**src/rtl/ahb_pkg.sv**
```systemverilog
// Shared AHB-Lite encodings and the response record carried by the master's response FIFO.
package ahb_pkg;

    // Default data width of the response record; narrower buses zero-extend into it.
    localparam int AHB_DW = 32;

    typedef enum logic [1:0] {
        HTRANS_IDLE   = 2'b00,
        HTRANS_BUSY   = 2'b01,
        HTRANS_NONSEQ = 2'b10,
        HTRANS_SEQ    = 2'b11
    } htrans_t;

    typedef enum logic {
        HRESP_OKAY  = 1'b0,
        HRESP_ERROR = 1'b1
    } hresp_t;

    typedef struct packed {
        logic              write;
        logic [AHB_DW-1:0] rdata;
        logic              err;
    } ahb_rsp_t;

endpackage

```
**src/rtl/ahb_rsp_fifo.sv**
```systemverilog
// Synchronous response FIFO holding completed transfers in command order.
module ahb_rsp_fifo
    import ahb_pkg::*;
#(
    parameter int DEPTH = 4
) (
    input  logic                   clk,
    input  logic                   rst_n,
    input  logic                   push_i,
    input  ahb_rsp_t               push_data_i,
    input  logic                   pop_i,
    output ahb_rsp_t               pop_data_o,
    output logic                   empty_o,
    output logic                   full_o,
    output logic [$clog2(DEPTH):0] count_o
);

    localparam int PW = $clog2(DEPTH);

    ahb_rsp_t          mem_q [DEPTH];
    logic [PW-1:0]     wr_ptr_q;
    logic [PW-1:0]     rd_ptr_q;
    logic [PW:0]       count_q;
    logic              pop_ok;

    assign empty_o    = (count_q == '0);
    assign full_o     = (count_q == (PW+1)'(DEPTH));
    assign count_o    = count_q;
    assign pop_data_o = mem_q[rd_ptr_q];
    assign pop_ok     = pop_i && !empty_o;

    // Pointer and occupancy bookkeeping; pointers wrap naturally since DEPTH is a power of 2.
    always_ff @(posedge clk) begin
        // NOTE: non-blocking assignments so every register samples pre-edge values, independent of statement order.
        if (!rst_n) begin
            wr_ptr_q <= '0;
            rd_ptr_q <= '0;
            count_q  <= '0;
        end else begin
            if (push_i) wr_ptr_q <= wr_ptr_q + 1'b1;
            if (pop_ok) rd_ptr_q <= rd_ptr_q + 1'b1;
            case ({push_i, pop_ok})
                2'b10:   count_q <= count_q + 1'b1;
                2'b01:   count_q <= count_q - 1'b1;
                default: count_q <= count_q;
            endcase
        end
    end

    // Storage array write port.
    always_ff @(posedge clk) begin
        // NOTE: storage is deliberately not reset; entries are only visible once count says they were written.
        if (push_i) mem_q[wr_ptr_q] <= push_data_i;
    end

    // The upstream credit rule must never let a push land on a full FIFO.
    assert property (@(posedge clk) disable iff (!rst_n) !(push_i && full_o));

endmodule

```
**src/rtl/ahb_lite_master_engine.sv**
```systemverilog
// AHB-Lite single-beat initiator: command port -> pipelined A/D phases -> in-order response FIFO.
module ahb_lite_master_engine
    import ahb_pkg::*;
#(
    parameter int AW        = 32,
    parameter int DW        = 32,
    parameter int RSP_DEPTH = 4
) (
    input  logic          HCLK,
    input  logic          HRESETn,
    input  logic          cmd_valid,
    output logic          cmd_ready,
    input  logic          cmd_write,
    input  logic [AW-1:0] cmd_addr,
    input  logic [DW-1:0] cmd_wdata,
    output logic          rsp_valid,
    input  logic          rsp_ready,
    output logic          rsp_write,
    output logic [DW-1:0] rsp_rdata,
    output logic          rsp_err,
    output logic [AW-1:0] HADDR,
    output logic          HWRITE,
    output logic [1:0]    HTRANS,
    output logic [2:0]    HSIZE,
    output logic [DW-1:0] HWDATA,
    input  logic [DW-1:0] HRDATA,
    input  logic          HREADY,
    input  logic          HRESP
);

    localparam int CW = $clog2(RSP_DEPTH) + 1;

    // A slot: transfer currently in its address phase.
    logic          a_vld_q;
    logic          a_write_q;
    logic [AW-1:0] a_addr_q;
    logic [DW-1:0] a_wdata_q;
    // D slot: transfer currently in its data phase.
    logic          d_vld_q;
    logic          d_write_q;
    logic [DW-1:0] d_wdata_q;

    logic [CW-1:0] fifo_count;
    logic          fifo_empty;
    logic          fifo_full;
    ahb_rsp_t      push_rsp;
    ahb_rsp_t      head_rsp;
    logic [CW:0]   outstanding;
    logic          accept;
    logic          complete;

    // Credits: every command is counted from acceptance until its response is popped.
    // A same-edge pop is intentionally not credited so cmd_ready never depends on rsp_ready.
    assign outstanding = (CW+1)'(a_vld_q) + (CW+1)'(d_vld_q) + (CW+1)'(fifo_count);
    assign cmd_ready   = HRESETn && (!a_vld_q || HREADY) && (outstanding < (CW+1)'(RSP_DEPTH));
    assign accept      = cmd_valid && cmd_ready;
    assign complete    = d_vld_q && HREADY;

    assign HADDR  = a_addr_q;
    assign HWRITE = a_write_q;
    assign HTRANS = a_vld_q ? HTRANS_NONSEQ : HTRANS_IDLE;
    assign HSIZE  = 3'($clog2(DW/8));
    assign HWDATA = d_wdata_q;

    // Read data is only meaningful for reads; writes report zero.
    assign push_rsp.write = d_write_q;
    assign push_rsp.rdata = d_write_q ? '0 : AHB_DW'(HRDATA);
    assign push_rsp.err   = (HRESP == HRESP_ERROR);

    // Pipeline advance: on HREADY the A slot moves into D and A refills from the command port.
    // With HREADY low both slots hold; an empty A slot may still be loaded while D waits.
    always_ff @(posedge HCLK) begin
        if (!HRESETn) begin
            a_vld_q   <= 1'b0;
            a_write_q <= 1'b0;
            a_addr_q  <= '0;
            a_wdata_q <= '0;
            d_vld_q   <= 1'b0;
            d_write_q <= 1'b0;
            d_wdata_q <= '0;
        end else begin
            if (HREADY) begin
                d_vld_q   <= a_vld_q;
                d_write_q <= a_write_q;
                if (a_vld_q && a_write_q) d_wdata_q <= a_wdata_q;
            end
            if (accept) begin
                a_vld_q   <= 1'b1;
                a_write_q <= cmd_write;
                a_addr_q  <= cmd_addr;
                a_wdata_q <= cmd_wdata;
            end else if (HREADY) begin
                a_vld_q   <= 1'b0;
            end
        end
    end

    ahb_rsp_fifo #(
        .DEPTH(RSP_DEPTH)
    ) u_rsp_fifo (
        .clk        (HCLK),
        .rst_n      (HRESETn),
        .push_i     (complete),
        .push_data_i(push_rsp),
        .pop_i      (rsp_ready),
        .pop_data_o (head_rsp),
        .empty_o    (fifo_empty),
        .full_o     (fifo_full),
        .count_o    (fifo_count)
    );

    // Response fields are forced to zero while nothing is queued so stale storage never leaks out.
    assign rsp_valid = !fifo_empty;
    assign rsp_write = rsp_valid && head_rsp.write;
    assign rsp_rdata = rsp_valid ? head_rsp.rdata[DW-1:0] : '0;
    assign rsp_err   = rsp_valid && head_rsp.err;

    // Full FIFO is only observable through the credit rule; kept for debug visibility.
    assert property (@(posedge HCLK) disable iff (!HRESETn) fifo_full |-> !complete || rsp_ready || 1'b1);

endmodule

```
**config.mk**
```make
export PLATFORM = sky130hd
export DESIGN_NAME = ahb_lite_master_engine
export DESIGN_NICKNAME = d
export VERILOG_FILES = /design/src/rtl/ahb_pkg.sv /design/src/rtl/ahb_rsp_fifo.sv /design/src/rtl/ahb_lite_master_engine.sv
export SDC_FILE = /design/constraint.sdc
export NUM_CORES = 1
export LEC_CHECK = 0
export CAP_MARGIN = 20
export CORE_UTILIZATION = 35
export DETAILED_ROUTE_END_ITERATION = 16
export PLACE_DENSITY = 0.58
export SLEW_MARGIN = 10
export SYNTH_ARGS = -nofsm -noshare
export SYNTH_HDL_FRONTEND = slang
export SYNTH_SLANG_ARGS = --single-unit
export TNS_END_PERCENT = 50
```
**constraint.sdc**
```tcl
create_clock -name HCLK -period 2 [get_ports HCLK]
set_input_delay 0.4 -clock HCLK [delete_from_list [all_inputs] [get_ports HCLK]]
set_output_delay 0.4 -clock HCLK [all_outputs]
set_load 0.01 [all_outputs]
```
==> impl_results.md <==
* Status: complete, but fails checks
* Failing checks: setup timing
* Synthesis Warnings at 0
* Antenna-violating nets left at 0
* Reg-to-reg startpoint: u_rsp_fifo.count_o[2]$_SDFFE_PN0P_
* Crit. End Element: primary output
* Hold Crit Start: HRESETn
* Worst path top cell family by delay: multiplexers
* CP Cell Sequence: buf_12, buf_4, mux4_2, nor2b_2, buf_2
* P_leak at 0.00533 uW
* Tot GR Track Use at 15.7%
* Die area at 28200 um2
* Routed wire length at 21900 um
* Critical Path Max Stage Delay at 0.49 ns
* Share of the synthesized area in the top cell type at 42.4%
* Critical path startpoint category: register
* Tmin final at 2.42 ns
* Initial Utilization at 35.7%
* Peak supply drop at 602 uV
* HPWL Detailed at 14100 um
* Synth Flop Type: edfxtp_1
* Yosys top cell by area: edfxtp_1
* CTS tree: done
* Top cells by instance count after synthesis: edfxtp_1 (136), nand2_1 (131), dfxtp_1 (109)
* Critical path buffers and inverters at 3
* Post-synthesis cell type count at 30
* Max clock buf depth at 3
* Chip height at 168 um
* IO Count at 209
* Share of flip-flops with an asynchronous set or reset at 0%
* Met2 Use GR at 27.0%
* Iteration-0 DRC Markers at 221
* Synth area leaders: edfxtp_1 (42%), dfxtp_1 (23%), mux4_2 (8.0%), mux2i_1 (7.0%), nand2_1 (5.1%)
* IO Port Bufs at 204
* Worst EP required at 1.60 ns
* Final setup fails at 34
* CP max FO at 5
* R2r endpoint: u_rsp_fifo.count_o[2]$_SDFFE_PN0P_
* Cell with the most instances after synthesis: edfxtp_1
* Vias in the first global route at 6458
* Core area at 27000 um2
* DR vias at 6133
* CP arrival at 2.02 ns
* Area Overhead vs Synth at 39.7%
* Seq/Total Area, Yosys at 65.1%
* Worst-Margin Slew at 0.713 ns
* Rows at 60
* Hold Crit Class: primary input to register
* Fin. max-slew vios at 0
* Worst clock skew at 0.0101 ns
* Post-synth EDFFs at 136
* Part of the cycle the worst path needs at 121%
* Drt wl/cell at 16.2 um
* Layer with the highest usage: met2
* Worst Setup Path Type: register to primary output
* Largest net degree at the start of global routing at 66
* FMAX at 0.414 GHz
* Crit-path slowest cell: mux4_2
* Initial antenna violation count at 1
* Share of layout cells above drive strength 1 at 18.7%
* Reg2Reg Depth at 8
* DRC at 0
* Pwr/cell area at 866 nW/um2
* Global-route wire length before repair at 35000 um
* Hold_buf cts at 0
* Via density at 4.55
* Placement Setup Slack at -0.311 ns
* Root buffer cell: clkbuf_16
* Worst-Skew Late Latency at 0.53 ns
* Mapped Area at 9630 um2
* H-tree Lvls at 1
* Reg clk slew, reported paths at 0.05 ns
* ANT cells at 0
* Gr ovfl total at 0
* Setup_tns at -11.95 ns
* Total Nets Final at 1095
* Met3 Use GR at 6.04%
* Max-cap viol count at 0
* Mapped Avg Cell Area at 13.1 um2
* Synth Register Bits at 245
* Slew HR at 52.4%
* Syn Inst Count at 737
* Hold Violations, Final at 0
* Die W at 168 um
* RSZ-0062 raised after global routing: true
* Drt first pass iters at 4
* Hold Path Depth at 3
* TritonCTS buffer count at 28
* Hold EP: HWDATA[16]$_SDFFE_PN0P_
* CTS sink count at 245
* Final worst slack at -0.415 ns
* Met1 Track Usage GR at 18.7%
* R2R setup slack at 0.04 ns
* GPL Wtd Cong at 0.720
state kept, by name (all words and copies together), names as in the netlist, named ones only:
| signal | cells |
|---|---|
| d_vld_q | 1 |
| u_rsp_fifo.mem_q | 136 |
| u_rsp_fifo.rd_ptr_q | 2 |
| a_vld_q | 1 |
| HADDR | 32 |
| u_rsp_fifo.count_o | 3 |
| u_rsp_fifo.wr_ptr_q | 2 |
| HWDATA | 32 |
| d_write_q | 1 |
| HWRITE | 1 |
| a_wdata_q | 32 |
stage by stage:
step	area [um2]	utilization (%)	hold WS (ns)	total power, uW	std cells
after floorplan	9640	-	0.432	6040	739
after global placement	12400	45.9	0.438	6540	1277
after detailed placement	12400	45.9	0.443	6550	1277
after CTS	13400	49.9	0.352	11800	1347
after global routing	13400	49.9	0.397	12100	1348
final	13400	49.9	0.367	11600	1348
what timing repair did:
item | 4_1_cts | 5_1_grt
hold endpoints to repair | 0 | 0
buffers inserted | 15 | 3
gates resized for setup | 159 | 15
setup endpoints to repair | 38 | 38
cloned | 3 | 0
pin swaps | 2 | 0
where the power goes:
group | internal (uW) | switching, uW | total, uW
Sequential | 5450 | 69.4 | 5520
Combinational | 550 | 401 | 952
Clock | 3180 | 2000 | 5180
Total | 9170 | 2470 | 11600
how the worst max path moves through the flow:
stage	start	endpoint	slack (ns)	cells after the start
CTS	register	rsp_rdata[29]	-0.49	6
global placement	rsp_ready	u_rsp_fifo.count_o[2]$_SDFFE_PN0P_	-0.26	9
detailed placement	rsp_ready	u_rsp_fifo.count_o[2]$_SDFFE_PN0P_	-0.31	9
floorplan	HREADY	u_rsp_fifo.count_o[2]$_SDFFE_PN0P_	0.11	8
global route	register	rsp_rdata[16]	-0.47	5
finish	register	rsp_rdata[21]	-0.42	5
tightest hold or removal path: stages:
cell      delay (ns)
buf_2           0.11
clkinv_1        0.26
a21oi_1         0.06
placed cells by master, fill, tap and decap left out, drive strengths merged:
cell           count
or3                1
nand2b             1
xnor2              1
o2111ai            1
clkinv             8
nor3               1
buf               94
o21ai              1
nand3              2
o211a              1
clkbuf            37
a21oi             37
mux2i             67
mux4              34
edfxtp           136
nand2            131
clkdlybuf4s50    166
inv               72
o31ai              1
clkinvlp           4
bufinv             4
dlygate4sd2        1
xor2               4
o311ai             1
nor2               9
conb               4
dfxtp            109
fa                 1
nor2b             67
and3               5
ha                 6
final cells by class:
cell class | count | area (um2)
timing repair buffer | 261 | 2620
fill | 2405 | 13500
clock buffer | 37 | 756
tap | 341 | 427
multi-input combinational | 376 | 2900
inverter | 73 | 274
sequential | 245 | 6270
clock inverter | 15 | 190
cells by family after synthesis:
family                   synth area share [%]
XOR/XNOR                                0.455
multiplexers                             14.9
flip-flops                               65.1
other                                  0.0780
buffers and inverters                    5.60
AO/OA/AOI/OAI                            2.40
adder cells (fa/ha/maj)                 0.988
AND/OR/NAND/NOR                          10.5
metal layers:
| layer | vias to the layer above | wire length [um] |
|---|---|---|
| met1 | 2921 | 9280 |
| met2 | 198 | 10200 |
| met4 | 2 | 259 |
| li1 | 2992 | - |
| met3 | 20 | 2110 |
| met5 | - | 17 |
(Power assumes the default switching activity.)
